<file path="src/rtl/cpu_fetch_pkg.sv">
// Shared definitions for the instruction fetch path: FSM state encoding,
// PC step size and default reset vector.
package cpu_fetch_pkg;

  typedef enum logic [1:0] {
    FETCH_IDLE    = 2'd0,
    FETCH_REQ     = 2'd1,
    FETCH_DELIVER = 2'd2
  } fetch_state_t;

  localparam int          PC_INCREMENT     = 4;
  localparam logic [31:0] RESET_PC_DEFAULT = 32'h0000_0000;

endpackage

</file>
<file path="src/rtl/pc_reg.sv">
// Program counter register: async reset to RESET_PC, word-aligned load and
// sequential +4 advance. Load and increment are mutually exclusive by design.
module pc_reg
  import cpu_fetch_pkg::*;
#(
  parameter int                    ADDR_WIDTH = 32,
  parameter logic [ADDR_WIDTH-1:0] RESET_PC   = ADDR_WIDTH'(RESET_PC_DEFAULT)
) (
  input  logic                  clk,
  input  logic                  rst,
  input  logic                  load,
  input  logic [ADDR_WIDTH-1:0] load_val,
  input  logic                  inc,
  output logic [ADDR_WIDTH-1:0] pc
);

  function automatic logic [ADDR_WIDTH-1:0] word_align(input logic [ADDR_WIDTH-1:0] v);
    return v & ~ADDR_WIDTH'(3);
  endfunction

  // Increment wraps modulo 2^ADDR_WIDTH through natural truncation.
  always_ff @(posedge clk or posedge rst) begin
    if (rst) begin
      pc <= RESET_PC;
    end else if (load) begin
      pc <= word_align(load_val);
    end else if (inc) begin
      pc <= pc + ADDR_WIDTH'(PC_INCREMENT);
    end
  end

endmodule

</file>
<file path="src/rtl/instr_fetch_unit.sv">
// Instruction fetch unit: owns the PC, fetches over a req/ack memory port and
// strobes IRWre for one cycle per word. Optional timeout via FETCH_TIMEOUT_EN.
module instr_fetch_unit
  import cpu_fetch_pkg::*;
#(
  parameter int                    ADDR_WIDTH     = 32,
  parameter int                    DATA_WIDTH     = 32,
  parameter logic [ADDR_WIDTH-1:0] RESET_PC       = ADDR_WIDTH'(RESET_PC_DEFAULT),
  parameter int                    TIMEOUT_CYCLES = 16
) (
  input  logic                  CLK,
  input  logic                  RST,
  input  logic                  FetchStart,
  input  logic                  PCWre,
  input  logic [ADDR_WIDTH-1:0] NextPC,
  output logic                  ImemReq,
  output logic [ADDR_WIDTH-1:0] ImemAddr,
  input  logic                  ImemAck,
  input  logic [DATA_WIDTH-1:0] ImemData,
  output logic                  IRWre,
  output logic [DATA_WIDTH-1:0] InstructionOut,
  output logic [ADDR_WIDTH-1:0] PC,
  output logic                  Busy,
  output logic                  Fault
);

  fetch_state_t state;
  logic         pc_load;
  logic         pc_inc;
  logic         timeout_hit;

  // PC loads only while idle, so a same-cycle FetchStart uses the new value.
  assign pc_load  = (state == FETCH_IDLE) && PCWre;
  assign pc_inc   = (state == FETCH_DELIVER);
  assign ImemAddr = PC;

  pc_reg #(
    .ADDR_WIDTH (ADDR_WIDTH),
    .RESET_PC   (RESET_PC)
  ) u_pc_reg (
    .clk      (CLK),
    .rst      (RST),
    .load     (pc_load),
    .load_val (NextPC),
    .inc      (pc_inc),
    .pc       (PC)
  );

`ifdef FETCH_TIMEOUT_EN
  localparam int CNT_W = $clog2(TIMEOUT_CYCLES + 1);
  logic [CNT_W-1:0] wait_cnt;

  // Counts ack-less REQ cycles; the limit-th such cycle triggers the timeout.
  always_ff @(posedge CLK or posedge RST) begin
    if (RST) begin
      wait_cnt <= '0;
    end else if (state == FETCH_IDLE && FetchStart) begin
      wait_cnt <= '0;
    end else if (state == FETCH_REQ && !ImemAck) begin
      wait_cnt <= wait_cnt + CNT_W'(1);
    end
  end

  assign timeout_hit = (state == FETCH_REQ) && !ImemAck &&
                       (wait_cnt == CNT_W'(TIMEOUT_CYCLES - 1));
`else
  logic unused_timeout_cfg;
  assign unused_timeout_cfg = (TIMEOUT_CYCLES < 1);
  assign timeout_hit        = 1'b0;
`endif

  always_ff @(posedge CLK or posedge RST) begin
    if (RST) begin
      state          <= FETCH_IDLE;
      ImemReq        <= 1'b0;
      IRWre          <= 1'b0;
      Busy           <= 1'b0;
      Fault          <= 1'b0;
      InstructionOut <= '0;
    end else begin
      case (state)
        FETCH_IDLE: begin
          if (FetchStart) begin
            state   <= FETCH_REQ;
            ImemReq <= 1'b1;
            Busy    <= 1'b1;
          end
        end
        FETCH_REQ: begin
          // An ack arriving on the limit cycle still completes the fetch.
          if (ImemAck) begin
            InstructionOut <= ImemData;
            state          <= FETCH_DELIVER;
            ImemReq        <= 1'b0;
            IRWre          <= 1'b1;
          end else if (timeout_hit) begin
            state   <= FETCH_IDLE;
            ImemReq <= 1'b0;
            Busy    <= 1'b0;
            Fault   <= 1'b1;
          end
        end
        FETCH_DELIVER: begin
          state <= FETCH_IDLE;
          IRWre <= 1'b0;
          Busy  <= 1'b0;
        end
        default: begin
          state   <= FETCH_IDLE;
          ImemReq <= 1'b0;
          IRWre   <= 1'b0;
          Busy    <= 1'b0;
        end
      endcase
    end
  end

endmodule

</file>
<file path="config.mk">
export PLATFORM = sky130hd
export DESIGN_NAME = instr_fetch_unit
export DESIGN_NICKNAME = d
export VERILOG_FILES = /design/src/rtl/cpu_fetch_pkg.sv /design/src/rtl/pc_reg.sv /design/src/rtl/instr_fetch_unit.sv
export SDC_FILE = /design/constraint.sdc
export NUM_CORES = 1
export LEC_CHECK = 0
export CELL_PAD_IN_SITES_DETAIL_PLACEMENT = 0
export CELL_PAD_IN_SITES_GLOBAL_PLACEMENT = 2
export CORE_MARGIN = 2
export CORE_UTILIZATION = 24
export CTS_CLUSTER_SIZE = 25
export DETAILED_ROUTE_END_ITERATION = 8
export PLACE_DENSITY = 0.8
export SLEW_MARGIN = 0
export SYNTH_ARGS = -nofsm -noshare
export SYNTH_HDL_FRONTEND = slang
export SYNTH_HIERARCHICAL = 1
export SYNTH_SLANG_ARGS = --single-unit
</file>
<file path="constraint.sdc">
create_clock -name CLK -period 2.32 [get_ports CLK]
set_input_delay 0.464 -clock CLK [delete_from_list [all_inputs] [get_ports CLK]]
set_output_delay 0.464 -clock CLK [all_outputs]
set_load 0.1 [all_outputs]
</file>
# Word-level counts from Yosys, hierarchy flattened
# Index checks and enable logic that the tools add are counted.
# totals
rom_bits,0
elab_cells,33
ram_bits,0
n_memories,0
output_inout_bits,100
latchBits,0
register_bits,69
inputBits,69
# op_classes
shift,0
magnitude_cmp,0
reduce_logical,8
add_sub_neg,1
mul,0
eq_ne,4
n_div,0
mux,11
bitwise,3
# ops
operator,n
$mux 32,2
$add 32x3->32 const B,1
$reduce_and 2->1,4
$mux 2,2
$ne 2x2->1 const B,2
$pmux 1 s2,2
$pmux 2 s2,1
$mux 1,3
$not 1->1,3
$pmux 1 s3,1
$reduce_and 3->1,1
$eq 2x1->1 const B,1
$eq 2x2->1 const B,1
$logic_not 2->1,1
$reduce_bool 2->1,1
$logic_and 1x1->1,1

# Longest topological paths before layout
# Gate-level depths: netlist (run 1).
# logic_depth
depth_word,3
ltp_mapped,8

# Hierarchy
# The synthesis (run 1) kept the hierarchy.
# by_module_without_submodules
module,seq_area_each_um2,area_per_inst_um2,n_inst,cells_each
pc_reg,750.7,1788.0,1,197
instr_fetch_unit,925.9,1774.2,1,123

# Worst setup path before layout (run 1)
# No wires, ideal clock.
# synth_path
kind,register to register
startpoint,register u_pc_reg.pc[2]
endpoint,register u_pc_reg.pc[20]
n_path_buf,1
path_stages_with_launch,7
arrival_time_ns,2.396
path_slack_ns,-0.148
period_less_slack_ns,2.468
t_required_ns,2.248
setup_time_ns,0.072
cell_sequence,dfrtp_1 > ha_1 > and4_2 > nand4_4 > buf_6 > or4_1 > nand3_1
# synth_between
elab_chain_len,3
# synth_rtl
element,line_no,rtl
"start, declared",pc_reg.sv:14,output logic [ADDR_WIDTH-1:0] pc
"start signal, assigned",pc_reg.sv:26,pc <= word_align(load_val);
"start signal, assigned",pc_reg.sv:28,pc <= pc + ADDR_WIDTH'(PC_INCREMENT);
$add 32x3->32,pc_reg.sv:28,
$mux 32,pc_reg.sv:27,end else if (inc) begin
$mux 32,pc_reg.sv:25,end else if (load) begin
# No other way between the ends. The select of a mux whose other input is x is not followed.
# A chain may end at the register's enable or synchronous reset.

# Worst setup path in the final report (run 1)
# layout_path
startpoint,register state[1]
endpoint,register u_pc_reg.pc[28]
# layout_between
word_cells_on_any_way,5
# layout_rtl
element,line_no,rtl
"start, declared",instr_fetch_unit.sv:27,fetch_state_t state;
"start signal, assigned",instr_fetch_unit.sv:74,state <= FETCH_IDLE;
"start signal, assigned",instr_fetch_unit.sv:84,state <= FETCH_REQ;
"start signal, assigned",instr_fetch_unit.sv:93,state <= FETCH_DELIVER;
$eq 2x2->1,instr_fetch_unit.sv:34,assign pc_inc = (state == FETCH_DELIVER);
via pc_inc,instr_fetch_unit.sv:29,logic pc_inc;
$reduce_bool 2->1 (no line),-,
# The timed path passes the listed nets, and every way through them passes these cells.

==> flow_summary.json, run 1 <==
{
  "status": "finished clean",
  "synth_top_family_by_area": "simple AND/OR/NAND/NOR gates",
  "clk_pin_slew_worst_paths_ns": 0.05,
  "drc": 0,
  "cts_max_path_buffers": 2,
  "netlist_area_mm2": 0.00356,
  "synth.avg_cell_area_um2": 11.1,
  "ys_ff_latch": 67,
  "rows": 44,
  "grt_use_met1_pct": 14.4,
  "pre_cts_slack_ns": 0.263,
  "holdBufCountCts": 0,
  "dr.pass1.iters": 4,
  "cts-htree-levels": 3,
  "die_w_um": 126,
  "drtIter0Drc": 102,
  "final_cells": 644,
  "io_buffers": 161,
  "fmax_mhz": 492,
  "cap_violations": 0,
  "utilization_pct": 35.7,
  "start_util_pct": 24.5,
  "num-nets-final": 525,
  "cp-start-kind": "flop",
  "hpwlAfterDp_mm": 6.72,
  "routed_via_density": 4.41,
  "synth_cell_types": 41,
  "worstSetupPathType": "flop to flop",
  "grt_use_met3_pct": 4.67,
  "cts_root_buf": "clkbuf_16",
  "synth_edf_count": 0,
  "grt_pass1_vias": 2937,
  "ioPinCount": 169,
  "syn_to_final_growth_pct": 45.5,
  "worst_slack_ns": 0.285,
  "critPathRequiredTime_ns": 2.57,
  "synth-main-ff-cell": "dfrtp_1",
  "post_cts_resized": 0,
  "drive_gt1_share_pct": 37.4,
  "post_cts_buffers": 0,
  "rsz0062_at_grt": "false",
  "die_h_um": 126,
  "grt_usage_pct": 11.8,
  "period_minus_slack_ns": 2.03,
  "cts_buffers": 9,
  "finalHoldViolCount": 0,
  "crit_arrival_ns": 2.28,
  "clock-sinks": 67,
  "die_area_mm2": 0.0158,
  "place.gp.congestion": 0.776,
  "tritoncts": "built",
  "cp_max_fo": 14,
  "synth_seq_area_share_pct": 47.1,
  "synth-compound-area-share_pct": 8.01,
  "drv_slew": 0,
  "skew_ns": 0.00541,
  "core-area_mm2": 0.0145,
  "grt_start_max_net_pins": 38,
  "r2r_setup_slack_ns": 0.29,
  "setup_viol": 0,
  "vias": 2839,
  "antenna_found_initial": 0,
  "ys.warnings.count": 6,
  "top_usage_layer": "met2",
  "wl_per_cell_um": 14.2,
  "hold_class": "flop to flop",
  "grt_overflow": 0,
  "clk_latency_ns": 0.33,
  "muxShareOfSynthArea_pct": 13.5,
  "async_flop_share_pct": 100,
  "synthCells": 320,
  "met2_usage_pct": 18.0,
  "synth-adder-area-share_pct": 0.351,
  "diodes": 0,
  "final.setup.tns_ns": 0,
  "dp_cells": 628,
  "ant_nets": 0,
  "drt-total-wl_mm": 9.16,
  "grt_pass1_wl_mm": 14.9,
  "endpoint_kind": "flop",
  "finalCritPeriodShare_pct": 87.7,
  "largest_reg_flops": 32,
  "synthXorXnorAreaFrac_pct": 3.20,
  "synth-simple-area-share_pct": 16.6
}
==> critical path, stage by stage, from the launching register on <==
cell and delay (ns):
dfrtp_1 0.34, inv_1 0.09, nor2_1 0.21, and4_2 0.34, nand4_4 0.24, or4_1 0.56
a31oi_1 0.17
==> metrics by stage <==
| step | cell area, um^2 | hold slack [ns] |
|---|---|---|
| 2_1_floorplan | 3580 | 0.478 |
| 3_3_place_gp | 4920 | 0.491 |
| 3_5_place_dp | 4920 | 0.492 |
| 4_1_cts | 5180 | 0.510 |
| 5_1_grt | 5180 | 0.533 |
| 6_report | 5180 | 0.508 |
==> cells in the mapped netlist (3+ instances only) <==
cell,number,area share [%]
a21oi_1,4,0.56
a31oi_1,11,1.9
and3_1,4,0.70
and4_1,3,0.74
buf_4,35,7.4
buf_6,7,2.2
clkbuf_1,6,0.63
dfrtp_1,67,47
inv_1,6,0.63
mux2_2,3,0.95
mux2_4,29,12
nand2_1,29,3.1
nand3_1,12,1.7
nand4_1,9,1.6
nor2_1,16,1.7
o211ai_1,4,0.84
o21ai_0,19,2.7
o31ai_1,6,1.3
or3_1,3,0.53
or4_1,9,1.9
xnor2_1,3,0.74
xor2_1,10,2.5
==> layer usage <==
| metal | share of wire (%) | routed length [um] |
|---|---|---|
| met1 | 44 | 4010 |
| met5 | 0 | 0 |
| met4 | 2.5 | 230 |
| met3 | 8.7 | 795 |
| met2 | 45 | 4130 |
==> final timing paths <==
path,start,end,cells past startpoint
worst min register to register,IRWre$_DFFE_PP0P_,IRWre$_DFFE_PP0P_,2
max in group asynchronous,RST,InstructionOut[17]$_DFFE_PP0P_,3
worst max register to register,state[1]$_DFFE_PP0P_,u_pc_reg/pc[28]$_DFFE_PP0N_,6
worst min-delay path,IRWre$_DFFE_PP0P_,IRWre$_DFFE_PP0P_,2
min in group asynchronous,RST,u_pc_reg/pc[18]$_DFFE_PP0N_,3
worst max-delay path,state[1]$_DFFE_PP0P_,u_pc_reg/pc[28]$_DFFE_PP0N_,6
==> cell usage in the layout (no fill, tap or decap), types with 4 or more instances in the layout <==
master           netlist  final
inv_1                  6      6
nor2_1                16     16
and3_1                 4      4
or4_1                  9      9
nand4_1                9      9
dfrtp_2                0     14
xor2_1                10     10
o31ai_1                6      6
nand2_1               29     29
a31oi_1               11     11
o21ai_0               19     19
a21oi_1                4      4
buf_4                 35    105
nand3_1               12     12
clkdlybuf4s50_1        0     66
mux2_4                29     29
o211ai_1               4      4
clkbuf_16              0      9
dfrtp_1               67     53
==> cell type report <==
class                   instances  area (um^2)
fillers                      1474         9350
well taps                     184          230
clock inverters                 3         15.0
clock buffers                  13          250
multi-input cells             198         1500
flip-flops and latches         67         1690
inverters                       7         26.3
repair buffers                172         1470
==> cells by family after synthesis <==
| logic type | count (synthesis) |
|---|---|
| AND/OR/NAND/NOR | 101 |
| flip-flops | 67 |
| buffers and inverters | 56 |
| AO/OA/AOI/OAI | 47 |
| multiplexers | 33 |
| XOR/XNOR | 13 |
| other | 2 |
| adder cells (fa/ha/maj) | 1 |
Power of run 1 is left out: the tool's default activity adds up to more than one toggle a clock period on the data nets, which glitch-free logic cannot reach.
==> run 2, diff against run 1 <==
--- a/config.mk
+++ b/config.mk
@@ -5,6 +5,7 @@
 export SDC_FILE = /design/constraint.sdc
 export NUM_CORES = 1
 export LEC_CHECK = 0
+export CAP_MARGIN = 20
 export CELL_PAD_IN_SITES_DETAIL_PLACEMENT = 0
 export CELL_PAD_IN_SITES_GLOBAL_PLACEMENT = 2
 export CORE_MARGIN = 2
==> results of run 2 <==
Same layout as run 1: the final DEF is identical, and so are final timing and power.
Power of run 2 is left out for the same reason.
